--- config.mk ---
export PLATFORM = sky130hd
export DESIGN_NAME = ram_rd_arbiter
export DESIGN_NICKNAME = d
export VERILOG_FILES = /design/src/rtl/ram_rd_arbiter.sv
export SDC_FILE = /design/constraint.sdc
export NUM_CORES = 1
export LEC_CHECK = 0
export CORE_MARGIN = 4
export CORE_UTILIZATION = 30
export DETAILED_ROUTE_END_ITERATION = 10
export PLACE_DENSITY = 0.95
export SLEW_MARGIN = 20
export SYNTH_ARGS = -nofsm -noshare
export SYNTH_HDL_FRONTEND = slang
export SYNTH_SLANG_ARGS = --single-unit
export TNS_END_PERCENT = 30
--- constraint.sdc ---
create_clock -name clk -period 3.4 [get_ports clk]
set_input_delay 0.51 -clock clk [delete_from_list [all_inputs] [get_ports clk]]
set_output_delay 0.51 -clock clk [all_outputs]
set_load 0.05 [all_outputs]
--- src/rtl/ram_rd_arbiter.sv ---
// Front-end controller for one simple dual-port RAM: zero-fills the table,
// owns the write port for a config writer and round-robins the read port.
module ram_rd_arbiter #(
   parameter int unsigned RAM_WIDTH  = 32,
   parameter int unsigned RAM_DEPTH  = 16,
   parameter int unsigned ADDR_W     = $clog2(RAM_DEPTH),
   parameter int unsigned NUM_REQ    = 4,
   parameter int unsigned RD_LATENCY = 1
) (
   input  logic                        clk,
   input  logic                        rst_n,
   input  logic                        i_clr,
   output logic                        o_init_done,
   input  logic                        i_wr_en,
   input  logic [ADDR_W-1:0]           i_wr_addr,
   input  logic [RAM_WIDTH-1:0]        i_wr_data,
   output logic                        o_wr_rdy,
   input  logic [NUM_REQ-1:0]          i_rd_req,
   input  logic [NUM_REQ*ADDR_W-1:0]   i_rd_addr,
   output logic [NUM_REQ-1:0]          o_rd_ack,
   output logic [NUM_REQ-1:0]          o_rd_vld,
   output logic [RAM_WIDTH-1:0]        o_rd_data,
   output logic [ADDR_W-1:0]           o_ram_addra,
   output logic [RAM_WIDTH-1:0]        o_ram_dina,
   output logic                        o_ram_wea,
   output logic [ADDR_W-1:0]           o_ram_addrb,
   output logic                        o_ram_enb,
   output logic                        o_ram_rstb,
   output logic                        o_ram_regceb,
   input  logic [RAM_WIDTH-1:0]        i_ram_doutb
);

   localparam int unsigned GNT_W = (NUM_REQ > 1) ? $clog2(NUM_REQ) : 1;
   localparam logic [ADDR_W-1:0] LAST_ADDR = ADDR_W'(RAM_DEPTH - 1);

   typedef enum logic [1:0] {
      IDLE  = 2'd0,
      CLEAR = 2'd1,
      RUN   = 2'd2
   } state_t;

   state_t              state_q;
   state_t              state_d;
   logic                armed_q;
   logic [ADDR_W-1:0]   clr_cnt_q;
   logic [ADDR_W-1:0]   clr_cnt_d;
   logic [GNT_W-1:0]    last_gnt_q;
   logic [GNT_W-1:0]    gnt_idx;
   logic [GNT_W-1:0]    cand_idx;
   logic                gnt_any;
   logic [NUM_REQ-1:0]  gnt_oh;
   logic [ADDR_W-1:0]   gnt_addr;
   logic [ADDR_W-1:0]   addrb_q;
   logic [NUM_REQ-1:0]  vld_sr_q [RD_LATENCY];

   // State, clear counter, arbiter pointer and held read address.
   // armed_q keeps IDLE for one full cycle after reset release.
   always_ff @(posedge clk or negedge rst_n) begin
      if (!rst_n) begin
         state_q    <= IDLE;
         armed_q    <= 1'b0;
         clr_cnt_q  <= '0;
         last_gnt_q <= GNT_W'(NUM_REQ - 1);
         addrb_q    <= '0;
      end else begin
         state_q   <= state_d;
         armed_q   <= 1'b1;
         clr_cnt_q <= clr_cnt_d;
         if (gnt_any) begin
            last_gnt_q <= gnt_idx;
            addrb_q    <= gnt_addr;
         end
      end
   end

   // Next state and write-port control.
   always_comb begin
      state_d     = state_q;
      clr_cnt_d   = clr_cnt_q;
      o_init_done = 1'b0;
      o_wr_rdy    = 1'b0;
      o_ram_wea   = 1'b0;
      o_ram_addra = '0;
      o_ram_dina  = '0;
      case (state_q)
         IDLE: begin
            if (armed_q) begin
               state_d   = CLEAR;
               clr_cnt_d = '0;
            end
         end
         CLEAR: begin
            o_ram_wea   = 1'b1;
            o_ram_addra = clr_cnt_q;
            if (i_clr) begin
               clr_cnt_d = '0;
            end else begin
               clr_cnt_d = clr_cnt_q + ADDR_W'(1);
               if (clr_cnt_q == LAST_ADDR) begin
                  state_d = RUN;
               end
            end
         end
         RUN: begin
            o_init_done = 1'b1;
            o_wr_rdy    = i_wr_en;
            o_ram_wea   = i_wr_en;
            o_ram_addra = i_wr_addr;
            o_ram_dina  = i_wr_data;
            if (i_clr) begin
               state_d   = CLEAR;
               clr_cnt_d = '0;
            end
         end
         default: begin
            state_d = IDLE;
         end
      endcase
   end

   // Round-robin search starting just after the last winner.
   always_comb begin
      gnt_any  = 1'b0;
      gnt_idx  = last_gnt_q;
      cand_idx = '0;
      if (state_q == RUN) begin
         for (int unsigned i = 1; i <= NUM_REQ; i++) begin
            cand_idx = GNT_W'((32'(last_gnt_q) + i) % NUM_REQ);
            if (!gnt_any && i_rd_req[cand_idx]) begin
               gnt_any = 1'b1;
               gnt_idx = cand_idx;
            end
         end
      end
   end

   assign gnt_oh   = gnt_any ? (NUM_REQ'(1) << gnt_idx) : '0;
   assign gnt_addr = i_rd_addr[32'(gnt_idx)*ADDR_W +: ADDR_W];

   assign o_rd_ack     = gnt_oh;
   assign o_ram_enb    = gnt_any;
   assign o_ram_addrb  = gnt_any ? gnt_addr : addrb_q;
   assign o_ram_rstb   = 1'b0;
   assign o_ram_regceb = 1'b1;

   // Grant tag travels alongside the RAM read pipeline; only reset drops it.
   always_ff @(posedge clk or negedge rst_n) begin
      if (!rst_n) begin
         for (int unsigned i = 0; i < RD_LATENCY; i++) begin
            vld_sr_q[i] <= '0;
         end
      end else begin
         vld_sr_q[0] <= gnt_oh;
         for (int unsigned i = 1; i < RD_LATENCY; i++) begin
            vld_sr_q[i] <= vld_sr_q[i-1];
         end
      end
   end

   assign o_rd_vld  = vld_sr_q[RD_LATENCY-1];
   assign o_rd_data = i_ram_doutb;

endmodule

* Yosys cells after proc, flatten, opt, wreduce, memory -nomap -nowiden
Cells that the tools add are included.
Cells by class: reductions and logical operators 10, add/subtract/negate cells 5, divide/modulo/power cells 0, $lt $le $gt $ge 4, bitwise gates (word level) 0, multiply operators 0, equal/unequal tests 7, shifts and indexed selects 2, mux-type cells 37
Operator list (number):
- $mux W32 | 1
- $mux W4 | 5
- $mux W2 | 9
- $shiftx A16 B5 Y4 | 1
- $mux W1 | 14
- $lt A2 B3 Y1 const B | 4
- $pmux W4 S3 | 1
- $bmux W1 S2 | 4
- $ne A2 B2 Y1 const B | 4
- $pmux W4 S2 | 1
- $pmux W2 S3 | 1
- $add A2 B1 Y2 const B | 2
- $add A2 B2 Y2 const B | 2
- $add A4 B1 Y4 const B | 1
- $eq A4 B4 Y1 const B | 1
- $reduce_and A4 Y1 | 1
- $shl A1 B2 Y4 const A | 1
- $logic_and A1 B1 Y1 | 3
- $logic_not A1 Y1 | 3
- $reduce_and A3 Y1 | 1
- $reduce_bool A3 Y1 | 1
- $eq A2 B1 Y1 const B | 1
- $eq A2 B2 Y1 const B | 1
- $logic_not A2 Y1 | 1
- $pmux W1 S2 | 1
Storage, ports and cells: register bits after elaboration 17, latch bits 0, ROM bits 0, input bits 92, word-level logic and storage cells 71, memories kept 0, bits in writable memories 0

* Logic depth before layout (Yosys ltp)
Gate-level depths: netlist (run 1).
word-level depth 19, gate-level depth with buffers 10, mapped depth without buffers 8

* Least setup slack after synthesis (run 1)
Ideal clock, no wire load.
path kind flip-flop to output port, start register state_q[0], end output port o_ram_addrb[0], buffers on the path 1, cell stages (with the launch flop) 10, arrival 3080 ps, path slack -190 ps, cells stage by stage dfrtp_1 > inv_1 > ha_1 > clkbuf_1 > and2_1 > o221ai_1 > o2111a_4 > nor2b_1 > a211oi_1 > o31ai_1
Between the ends: cells in the longest elaborated chain, start to end 4, elaborated cells on any way between the ends 5, those cells by class eq/ne (1); shift (1); mux (3)
Ends and longest elaborated chain:
- from (decl) | line 42 | state_t state_q;
- from (signal assigned) | line 66 | state_q <= state_d;
- $eq A2 B2 Y1 * | line 126 | if (state_q == RUN) begin
- $mux W2 | line 126
- $shiftx A16 B5 Y4 | line 138 | assign gnt_addr = i_rd_addr[32'(gnt_idx)*ADDR_W +: ADDR_W];
- $mux W4 * | line 142 | assign o_ram_addrb = gnt_any ? gnt_addr : addrb_q;
- to (decl) | line 26 | output logic [ADDR_W-1:0] o_ram_addrb,
Every way passes the cells marked *; elsewhere a longest branch is shown, timed or not.

* Worst setup path after layout (run 1)
start input port i_rd_req[0], end output port o_ram_addrb[2]
Between the ends: cells in the longest elaborated chain, start to end 18, elaborated cells on any way between the ends 29, those cells by class shift (1); mux (22); reduce/logical (6)
Ends and longest elaborated chain:
- from (decl) | line 18 | input logic [NUM_REQ-1:0] i_rd_req,
- $bmux W1 S2 | line 129 | if (!gnt_any && i_rd_req[cand_idx]) begin
- $mux W1 (implied by the code) | line 129
- $mux W1 | line 129
- $mux W1 | line 126
- $logic_not A1 Y1 | line 129
- $logic_and A1 B1 Y1 | line 129
- $mux W1 | line 129
- $mux W1 | line 126
- (+2 left out)
- $mux W1 | line 129
- $mux W1 | line 126
- $logic_not A1 Y1 | line 129
- $logic_and A1 B1 Y1 | line 129
- $mux W2 | line 129
- $mux W2 | line 126
- $shiftx A16 B5 Y4 | line 138
- $mux W4 * | line 142
Every way passes the cells marked *; elsewhere a longest branch is shown, timed or not. The select of a mux whose other input is x is not followed.

==> out/results.ini, run 1 <==
[clocking]
clock_latency_ps = 250
root_buffer = clkbuf_8
cts_tree = built
cts_buffers = 3
clk_pin_slew_ps = 70
cts-htree-levels = 1
post_cts_buffers = 0
cts_buffer_depth = 2
cts.sinks = 17

[sta]
setup_tns_ps = 0
setup_viol = 0
hold_viol = 0
worst_pin_slew_ps = 753.5
fin_skew_ps = 2.570
fmaxAchievable_ghz = 0.3214
max_slew_margin = 0.4961
rsz0062_at_grt = no
finalCritPeriodShare = 0.9152
min_period_ps = 3112
drv_slew = 0

[finish]
nets = 367
drive_gt1_frac = 0.1301
fillCellCount = 479
multi_input_area_um2 = 874.6
design_area_mm2 = 0.002683
area_growth_pct = 66.33
antenna_cells = 0
seq_area_um2 = 427.9
final_cell_count_no_fill = 339

[placement]
place_area_mm2 = 0.002633
post-dp-hpwl_mm = 3.943
gp_congestion = 0.8574
dp_cells = 335
port_buffers = 111

[setup_path]
r2r_end = addrb_q[2]
cp.arrival_ps = 2600
end_kind = output port
crit_fanout = 12
reg2reg_setup_slack_ps = 1310
r2r_start = last_gnt_q[1]
startpoint = i_rd_req[0]
start_kind = primary input
crit_type = primary input to output port
worst_ep_required_time_ps = 2890
r2r_cells = 6

[global_route]
antenna_found_initial = 0
grt-ovfl-total = 0
grt_usage = 0.1367
grt_max_degree = 40
grt_pass1_vias = 1577
grt_pass1_wl_mm = 7.320

[drt]
viasPerCell = 4.752
routed_wl_mm = 4.674
wl_per_cell_um = 13.79
vias = 1611
antenna_left = 0
drc = 0
drt_pass1_iterations = 4
drt_iter0_drc = 36

[floorplanning]
io_pins = 178
initial_utilization = 0.3118
die_area_mm2 = 0.006613
dieHeight_um = 81.32
rows = 26
die_x_um = 81.32
core-area_mm2 = 0.005172

[synthesis]
post_synth.cell_area_avg_um2 = 8.400
yosysTopAreaCell = dfrtp_1
synth_top_area_frac = 0.2327
synth_edf_count = 0
synth_ff_type = dfrtp_1
ys_types = 43
synth_area_leaders = dfrtp_1 (23%), buf_4 (16%), and2_1 (13%)
async_flop_share = 1.000
syn_area_mm2 = 0.001613
yosysWarnings = 0
synth_seq_area_share = 0.2653
ys_seq_elements = 17
syn_inst = 192

[min_path]
hold_path_depth = 2
min_to = addrb_q[0]
hold_path_startpoint = addrb_q[0]
hold_class = flip-flop to flip-flop

[flow_run]
max_cap_violations = 0

[pwr]
power_density_mw_per_mm2 = 250.7
combPwrFrac = 0.427
pwr-share-seq = 0.351
clkPwrFrac = 0.222
ir_drop_mv = 0.2035
internal_power_uw = 439.5
switching_share = 0.3465
p_leak_uw = 0.001076
switching_power_uw = 233.1

[outcome]
status = finished clean

[per-stage QoR]
stage	hold slack, ps	total power (µW)	setup slack (ps)	utilization
global placement	494.5	514.3	349.3	0.5090
global route	528.5	723.8	77.02	0.5186
CTS	520.5	677.9	230.2	0.5177
detailed placement	495.0	528.3	253.4	0.5090
finish	517.7	672.6	288.3	0.5186
floorplan	214.4	504.6	-189.7	-
[worst max-delay path: stages]
cell and delay (ps):
clkdlybuf4s50_1 610, or4b_4 520, o2111a_4 220, nor2b_2 130, a211oi_2 60, o31ai_2 360
buf_12 190
[per-layer routing]
| metal | routed length, µm | vias up | GRT usage | share of wire |
|---|---|---|---|---|
| met2 | 2390 | 114 | 0.2720 | 0.51 |
| li1 | - | 775 | - | - |
| met1 | 1530 | 720 | 0.1304 | 0.33 |
| met4 | 9 | 0 | 0.01351 | 0.0019 |
| met5 | 0 | - | 0 | 0 |
| met3 | 743 | 2 | 0.06208 | 0.16 |
[power by group through the flow]
stage	Combinational [µW]	Sequential, µW	Clock (µW)
after floorplan	269	236	0
after global placement	276	238	0
after detailed placement	288	240	0
after CTS	289	236	152
after global routing	318	240	166
final	287	236	149
[repair_timing]
action	CTS	global route
resized for setup	0	1
hold buffers	0	0
endpoints found under the setup margin	0	3
[cells by family after synthesis]
group,share of synthesized area
other,0.004657
and+or+nand+nor,0.2599
adders and majority gates,0.03879
DFF,0.2653
AOI/OAI and AO/OA,0.2141
xor gates and xnor gates,0.005432
muxes,0.006207
buffers and inverters,0.2056
[flip-flops by register name, summed over array words and instances, names as in the netlist]
| name | count |
|---|---|
| addrb_q | 4 |
| clr_cnt_q | 4 |
| armed_q | 1 |
| last_gnt_q | 2 |
| o_rd_vld | 4 |
| state_q | 2 |
[layout by cell type, fill, tap and decap left out, types with 4 or more instances in the layout]
cell type	Yosys	routed
nor2b_1	7	7
nand2b_1	5	5
clkdlybuf4s50_1	0	100
a221oi_1	5	5
ha_1	5	5
buf_4	34	7
inv_1	7	7
dfrtp_1	15	15
and2_1	34	34
a21oi_1	4	4
nor2_1	6	6
o21ai_0	6	6
nand2_1	8	8
buf_12	0	8
a22oi_1	4	4
[worst max path at each step]
stage | to | slack [ps]
3_3_place_gp | o_ram_addrb[1] | 350
6_report | o_ram_addrb[2] | 290
2_1_floorplan | o_ram_addrb[3] | -190
5_1_grt | o_ram_addrb[2] | 80
3_5_place_dp | o_ram_addrb[2] | 250
4_1_cts | o_ram_addrb[2] | 230
[synthesized netlist by cell type (2+ instances only)]
library cell	number
a211oi_1	2
a211oi_2	2
a21oi_1	4
a221oi_1	5
a22oi_1	4
and2_1	34
buf_4	34
clkbuf_1	7
conb_1	2
dfrtp_1	15
dfstp_2	2
ha_1	5
inv_1	7
inv_2	2
nand2_1	8
nand2b_1	5
nand3_1	3
nor2_1	6
nor2b_1	7
nor2b_2	2
nor3_1	2
o21ai_0	6
o21bai_1	3
o22ai_1	2
o31ai_1	4
o31ai_2	2
[area by class of cell]
type | count | share of cell area
inverter | 9 | 0.01259
timing repair buffer | 115 | 0.4524
sequential | 17 | 0.1595
tap | 70 | 0.03265
clock buffer | 4 | 0.01679
multi-input combinational | 124 | 0.3260
(Power assumes the default switching activity.)
==> run 2: changes to the inputs <==
- REMOVE_ABC_BUFFERS: unset -> 1
==> out/results.ini, run 2 (synthesis gave the netlist of run 1 again) <==
[outcome]
status = finished clean

[setup_path]
cp.arrival_ps = 2780
crit_type = primary input to output port
end_kind = output port
r2r_cells = 6
reg2reg_setup_slack_ps = 1210
r2r_start = last_gnt_q[1]
r2r_end = addrb_q[0]
crit_fanout = 8
worst_ep_required_time_ps = 2890
start_kind = primary input

[placement]
place_area_mm2 = 0.002592
gp_congestion = 0.7740
pre_cts_ws_ps = 72.19
post-dp-hpwl_mm = 5.287
port_buffers = 111

[finish]
final_common_cell = clkdlybuf4s50_1
seq_area_um2 = 427.9
fillCellCount = 449
area_growth_pct = 64.70
design_area_mm2 = 0.002656
drive_gt1_frac = 0.1573
final_cell_mix = clkdlybuf4s50_1 (92), and2_1 (34), dfrtp_1 (15)
nets = 365
antenna_cells = 0
multi_input_area_um2 = 882.1

[sta]
finalCritPeriodShare = 0.9682
drv_slew = 0
max_slew_margin = 0.4901
min_period_ps = 3292
worst_pin_slew_ps = 762.5
fmaxAchievable_ghz = 0.3038
hold_viol = 0
rsz0062_at_grt = yes
fin_skew_ps = 2.748
setup_viol = 0
layout_setup_ws_ps = 108.0

[floorplanning]
rows = 26
initial_utilization = 0.3118
die_area_mm2 = 0.006613
core-area_mm2 = 0.005172
die_x_um = 81.32
io_pins = 178
dieHeight_um = 81.32

[global_route]
grt_max_degree = 40
antenna_found_initial = 0
grt_pass1_vias = 1737
grt-ovfl-total = 0
grt_usage = 0.1823
grt_pass1_wl_mm = 9.039

[clocking]
clk_pin_slew_ps = 70
clock_latency_ps = 250
cts.sinks = 17
cts_tree = built
cts-htree-levels = 1
cts_buffer_depth = 2
root_buffer = clkbuf_8
cts_buffers = 3

[drt]
wl_per_cell_um = 18.96
dr_wl_met2_mm = 2.771
drt_pass1_iterations = 4
drt_iter0_drc = 22
wl_met1_mm = 2.342
routed_wl_mm = 6.391
vias = 1693
drc = 0
top_layer = met4
antenna_left = 0
wl_met3_mm = 1.251
viasPerCell = 5.024

[min_path]
hold_path_depth = 2
min_to = addrb_q[2]
hold_class = flip-flop to flip-flop
hold_path_startpoint = addrb_q[2]

[flow_run]
max_cap_violations = 0

[pwr]
power_density_mw_per_mm2 = 253.6
ir_drop_mv = 0.1595
p_leak_uw = 0.001084

-- run 2: critical path: stages --
cell and delay [ps]:
clkdlybuf4s50_1 540, nand2b_1 240, a221oi_1 500, o22ai_4 190
inv_2 180, a211oi_1 70, o31ai_2 350, buf_12 190
-- run 2: area by class of cell --
cell class,instances,share of cell area
Inverter,9,0.01272
Tap cell,70,0.03297
Multi-Input combinational cell,124,0.3321
Clock inverter,1,0.001884
Timing Repair Buffer,113,0.4437
Sequential cell,17,0.1611
Clock buffer,3,0.01554
-- run 2: worst max path at each step --
stage | start | end | slack [ps] | cells past startpoint
6_report | i_rd_req[0] | o_ram_addrb[0] | 110 | 8
5_1_grt | i_rd_req[0] | o_ram_addrb[0] | -40 | 8
4_1_cts | i_rd_req[0] | o_ram_addrb[0] | 60 | 9
3_5_place_dp | i_rd_req[0] | o_ram_addrb[0] | 70 | 8
3_3_place_gp | i_rd_req[0] | o_ram_addrb[0] | 210 | 9
2_1_floorplan | state_q[0] | o_ram_addrb[0] | -550 | 8
-- run 2: metrics by stage --
| step | total power [µW] | TNS, ps | utilization | instances | hold slack (ps) |
|---|---|---|---|---|---|
| final | 673.7 | 0 | 0.5135 | 337 | 522.7 |
| after global routing | 713.4 | -41.94 | 0.5135 | 337 | 532.1 |
| after CTS | 678.9 | 0 | 0.5102 | 337 | 526.1 |
| after detailed placement | 525.8 | 0 | 0.5012 | 333 | 507.0 |
| after global placement | 513.9 | 0 | 0.5012 | 333 | 492.7 |
| after floorplan | 400.6 | -3879 | - | 150 | 214.4 |
-- run 2: repair_timing --
item | in CTS | in global routing
setup endpoints to repair | 0 | 3
endpoints found under the hold margin | 0 | 0
buffers inserted | 0 | 0
hold buffers | 0 | 0
resized for setup | 0 | 3
-- run 2: power by group --
part / internal, µW / leakage, µW / switching, µW / total, µW
clock network: 81.1 / 0.0000255 / 66.0 / 147
registers: 219 / 0.000225 / 16.7 / 236
logic: 136 / 0.000834 / 154 / 291
total: 437 / 0.00108 / 237 / 674
-- run 2: metal layers --
layer  track usage  up-vias
met5       0.04167        -
met2        0.2923      140
met3        0.1341        6
met4       0.02365        0
li1              -      770
met1        0.1952      777
==> patch 1 (settings of run 1) <==
`RD_LATENCY`: 1 -> 2.
--- a/src/rtl/ram_rd_arbiter.sv
+++ b/src/rtl/ram_rd_arbiter.sv
@@ -5,7 +5,7 @@
    parameter int unsigned RAM_DEPTH  = 16,
    parameter int unsigned ADDR_W     = $clog2(RAM_DEPTH),
    parameter int unsigned NUM_REQ    = 4,
-   parameter int unsigned RD_LATENCY = 1
+   parameter int unsigned RD_LATENCY = 2
 ) (
    input  logic                        clk,
    input  logic                        rst_n,
Check against the original RTL: no difference found for any inputs over 4 cycles, from zero or initial values and one cycle with rst_n low; that may be too few to reach the edited logic, so the function may still have changed.
==> patch 1 against run 1 <==
Global-route usage shrank 0.99 points. Register-to-register slack got worse by 280 ps. Worst setup slack got worse by 250 ps. First-iteration DRC count increased by 58%. Cell area increased by 6.8%. Routed wire length rose by 8.8%. Power up 9.6%. Sequential cell count up 4. Combinational power is 2% higher. Sequential share of layout area is 2.5 points higher. Synthesized area up 14%. Utilization down 3.8 points.
==> patch 1: results <==
export IMPL_slew_headroom_pct=39.9
export IMPL_dpl_hpwl_um=4180
export IMPL_fin_nets=379
export IMPL_post_cts_setup_buffers=1
export IMPL_totalWireLength_um=5090
export IMPL_finClkSkew_ps=2.27
export IMPL_track_usage_pct=12.7
export IMPL_num_vias=1706
export IMPL_synth_fa_ha_area_share_pct=3.39
export IMPL_synthTopCellsByCount="buf_4, and2_1, dfrtp_1, nand2_1, inv_1"
export IMPL_grt_pass1_vias=1625
export IMPL_arrival_ps=2850
export IMPL_io_buffers=111
export IMPL_drtPass1Iterations=4
export IMPL_outcome="complete, no violations"
export IMPL_ys_types=44
export IMPL_async_flop_share_pct=100
export IMPL_synth_top_area_share_pct=25.8
export IMPL_muxShareOfSynthArea_pct=3.32
export IMPL_placed_cells=350
export IMPL_via_per_inst=4.79
export IMPL_drive_above_1_share_pct=12.1
export IMPL_placed_cell_area_um2=2810
export IMPL_max_stage_delay_ps=530
export IMPL_gp_congestion=0.772
export IMPL_critPathTopFamily="compound AO/OA/AOI/OAI gates"
export IMPL_synth_xor_area_share_pct=0
export IMPL_crit_fanout=7
export IMPL_fill_cells=548
export IMPL_ys_seq_area_share_pct=28.6
export IMPL_avgSynthCellArea_um2=8.96
export IMPL_synth_area_leaders="dfrtp_1, buf_4, and2_1, ha_1, a2111oi_4"
export IMPL_ff_latch_area_um2=528
export IMPL_dp_worst_setup_slack_ps=19.8
export IMPL_drt_iter0_drc=57
export IMPL_leakagePower_nw=1.19
export IMPL_grt_pass1_wl_um=7630
export IMPL_vdd_drop_max_mv=0.231
## patch 1: changes by cell type in the layout (fill, tap and decap cells not counted), moves of 3 or more
cell      delta
mux2i_1      +4
o31ai_2      -3
a21o_1       +5
o211ai_1     +4
nand2_1      +3
dfrtp_1      +4
nand2b_1     -3
a221oi_1     -5
## patch 1: path summary, 6_finish.rpt
| path | cells past startpoint | endpoint | from | slack, ps |
|---|---|---|---|---|
| worst max-delay path | 8 | o_ram_addrb[2] | i_rd_req[1] | 40 |
| worst min-delay path | 0 | o_rd_vld[0]$_DFF_PN0_ | vld_sr_q[4]$_DFF_PN0_ | 350 |
| worst max register to register | 8 | clr_cnt_q[0]$_DFFE_PN0P_ | state_q[0]$_DFFE_PN0P_ | 1030 |
| worst min register to register | 0 | o_rd_vld[0]$_DFF_PN0_ | vld_sr_q[4]$_DFF_PN0_ | 350 |
| max in group asynchronous | 1 | clr_cnt_q[2]$_DFFE_PN0P_ | rst_n | 2090 |
| min in group asynchronous | 1 | o_rd_vld[3]$_DFF_PN0_ | rst_n | 760 |
## patch 1: layout make-up
type,instances,area share (%)
Timing Repair Buffer,117,43.0
Multi-Input combinational cell,130,32.6
Inverter,9,1.18
Sequential cell,21,18.4
Clock buffer,4,1.57
Tap cell,75,3.28
## patch 1: power breakdown
| group | leakage [nW] | internal [mW] | switching [mW] |
|---|---|---|---|
| Sequential | 0.281 | 0.267 | 0.0182 |
| Clock | 0.0228 | 0.0833 | 0.0738 |
| Combinational | 0.888 | 0.138 | 0.156 |
| Total | 1.19 | 0.489 | 0.248 |
## patch 1: per-layer routing
layer  vias up  share of wire, %  track usage [%]
met3        12                13             4.66
met1       787                34             12.8
met5         -                 0                0
met4         0               1.7             4.25
met2       108                52             23.9
li1        799                 -                -
==> patch 2 (config.mk and constraints of run 1) <==
Without the edit above. Make the reset (`rst_n`) synchronous in 2 clocked blocks.
--- a/src/rtl/ram_rd_arbiter.sv
+++ b/src/rtl/ram_rd_arbiter.sv
@@ -55,7 +55,7 @@
 
    // State, clear counter, arbiter pointer and held read address.
    // armed_q keeps IDLE for one full cycle after reset release.
-   always_ff @(posedge clk or negedge rst_n) begin
+   always_ff @(posedge clk) begin
       if (!rst_n) begin
          state_q    <= IDLE;
          armed_q    <= 1'b0;
@@ -144,7 +144,7 @@
    assign o_ram_regceb = 1'b1;
 
    // Grant tag travels alongside the RAM read pipeline; only reset drops it.
-   always_ff @(posedge clk or negedge rst_n) begin
+   always_ff @(posedge clk) begin
       if (!rst_n) begin
          for (int unsigned i = 0; i < RD_LATENCY; i++) begin
             vld_sr_q[i] <= '0;
Behaviour: differs if rst_n is asserted again (counterexample within 4 cycles, from zero or initial values and one cycle with rst_n low); with rst_n held inactive, the same outputs for 4 cycles.
==> patch 2 against run 1 <==
Worst setup slack worse by 150 ps. Maximum frequency shrank 4.6%. Hold slack got worse by 17 ps. Sequential share of layout area fell by 3.1 points. Routed wire length is 7.4% higher. Critical endpoint is now o_ram_addrb[0]. Cell area down 1.3%. Non-clock buffer count increased by 3. Largest cell class unchanged. Sequential cell count did not move. Synthesized area rose by 1.0%. Global-route usage grew 0.49 points.
Power is not compared: it rests on default switching activity, and its combinational part moved more than twofold at a synthesized area within 25%.
==> patch 2: results <==
export IMPL_drive_above_1_share_pct=10.7
export IMPL_r2r_start="state_q[0]$_SDFFE_PN0P_"
export IMPL_finClkSkew_ps=2.55
export IMPL_antenna_found_initial=0
export IMPL_wire_per_inst_um=14.3
export IMPL_ys_warn_count=0
export IMPL_synth_fa_ha_area_share_pct=3.84
export IMPL_insertion_delay_ps=250
export IMPL_vdd_drop_max_mv=0.144
export IMPL_ys_seq_area_share_pct=20.9
export IMPL_grt_pass1_vias=1525
export IMPL_dpl_hpwl_um=4080
export IMPL_outcome="complete, no violations"
export IMPL_via_per_inst=4.66
export IMPL_drt_iter0_drc=55
export IMPL_async_flop_share_pct=0
export IMPL_track_usage_pct=14.2
export IMPL_arrival_ps=2750
export IMPL_ys_types=37
export IMPL_reg2reg_slack_ps=1190
export IMPL_grt_pass1_wl_um=7560
export IMPL_muxShareOfSynthArea_pct=7.53
export IMPL_synthFlopType="dfxtp_1"
export IMPL_synthTopCellsByCount="buf_4, and2_1, dfxtp_1, nor3_1, nor2b_1"
export IMPL_startpoint="i_rd_req[3]"
export IMPL_fin_nets=378
export IMPL_synth_xor_area_share_pct=0
export IMPL_leakagePower_nw=1.06
export IMPL_worst_pin_slew_ps=537
export IMPL_synth_compound_area_share_pct=15.9
export IMPL_worstHoldStart="addrb_q[0]$_SDFF_PN0_"
export IMPL_synth_area_leaders="dfxtp_1, buf_4, and2_1, mux2i_1, nor2b_1"
[patch 2: layout make-up]
class	count	area (µm²)
Clock buffer	3	41.3
Clock inverter	1	5.00
Fill cell	455	2520
Inverter	7	26.3
Multi-Input combinational cell	134	970
Sequential cell	17	340
Tap cell	70	87.6
Timing Repair Buffer	118	1180
[patch 2: stage by stage]
step / std cells / setup slack (ps) / util (%) / hold WS (ps)
detailed placement: 346 / -154 / 50.0 / 489
finish: 350 / 139 / 51.2 / 501
global route: 350 / 26.3 / 51.2 / 532
floorplan: 204 / 39.1 / - / 468
global placement: 346 / -80.8 / 50.0 / 478
CTS: 350 / 106 / 50.9 / 507
[patch 2: repair_timing]
action	CTS	global route
pin swaps	0	0
endpoints found under the hold margin	0	0
setup endpoints to repair	4	3
gates resized for setup	1	3
[patch 2: worst paths after layout]
path,to,depth (start not counted)
max,o_ram_addrb[0],9
min,addrb_q[0]$_SDFF_PN0_,1
max reg2reg,addrb_q[3]$_SDFF_PN0_,8
min reg2reg,addrb_q[0]$_SDFF_PN0_,1
[patch 2: per-layer routing]
layer  track usage, %  vias up  routed length [µm]
met5                0        -                   0
met4             3.49        0                  20
met3             3.18        4                 368
met2             24.6       68                2660
met1             17.7      745                1970
li1                 -      814                   -
[patch 2: worst max-delay path, stage by stage]
cell and delay, ps:
clkdlybuf4s50_1 430, buf_4 170, nor2b_1 130, mux4_2 520, o31ai_4 280, buf_12 190, nor3_1 60, a221o_1 270
buf_4 190
[patch 2: report_power, final]
group	total, mW	switching [mW]	leakage, nW	internal (mW)
Sequential	0.206	0.00346	0.138	0.203
Clock	0.152	0.0703	0.0255	0.0812
Combinational	0.132	0.0490	0.900	0.0829
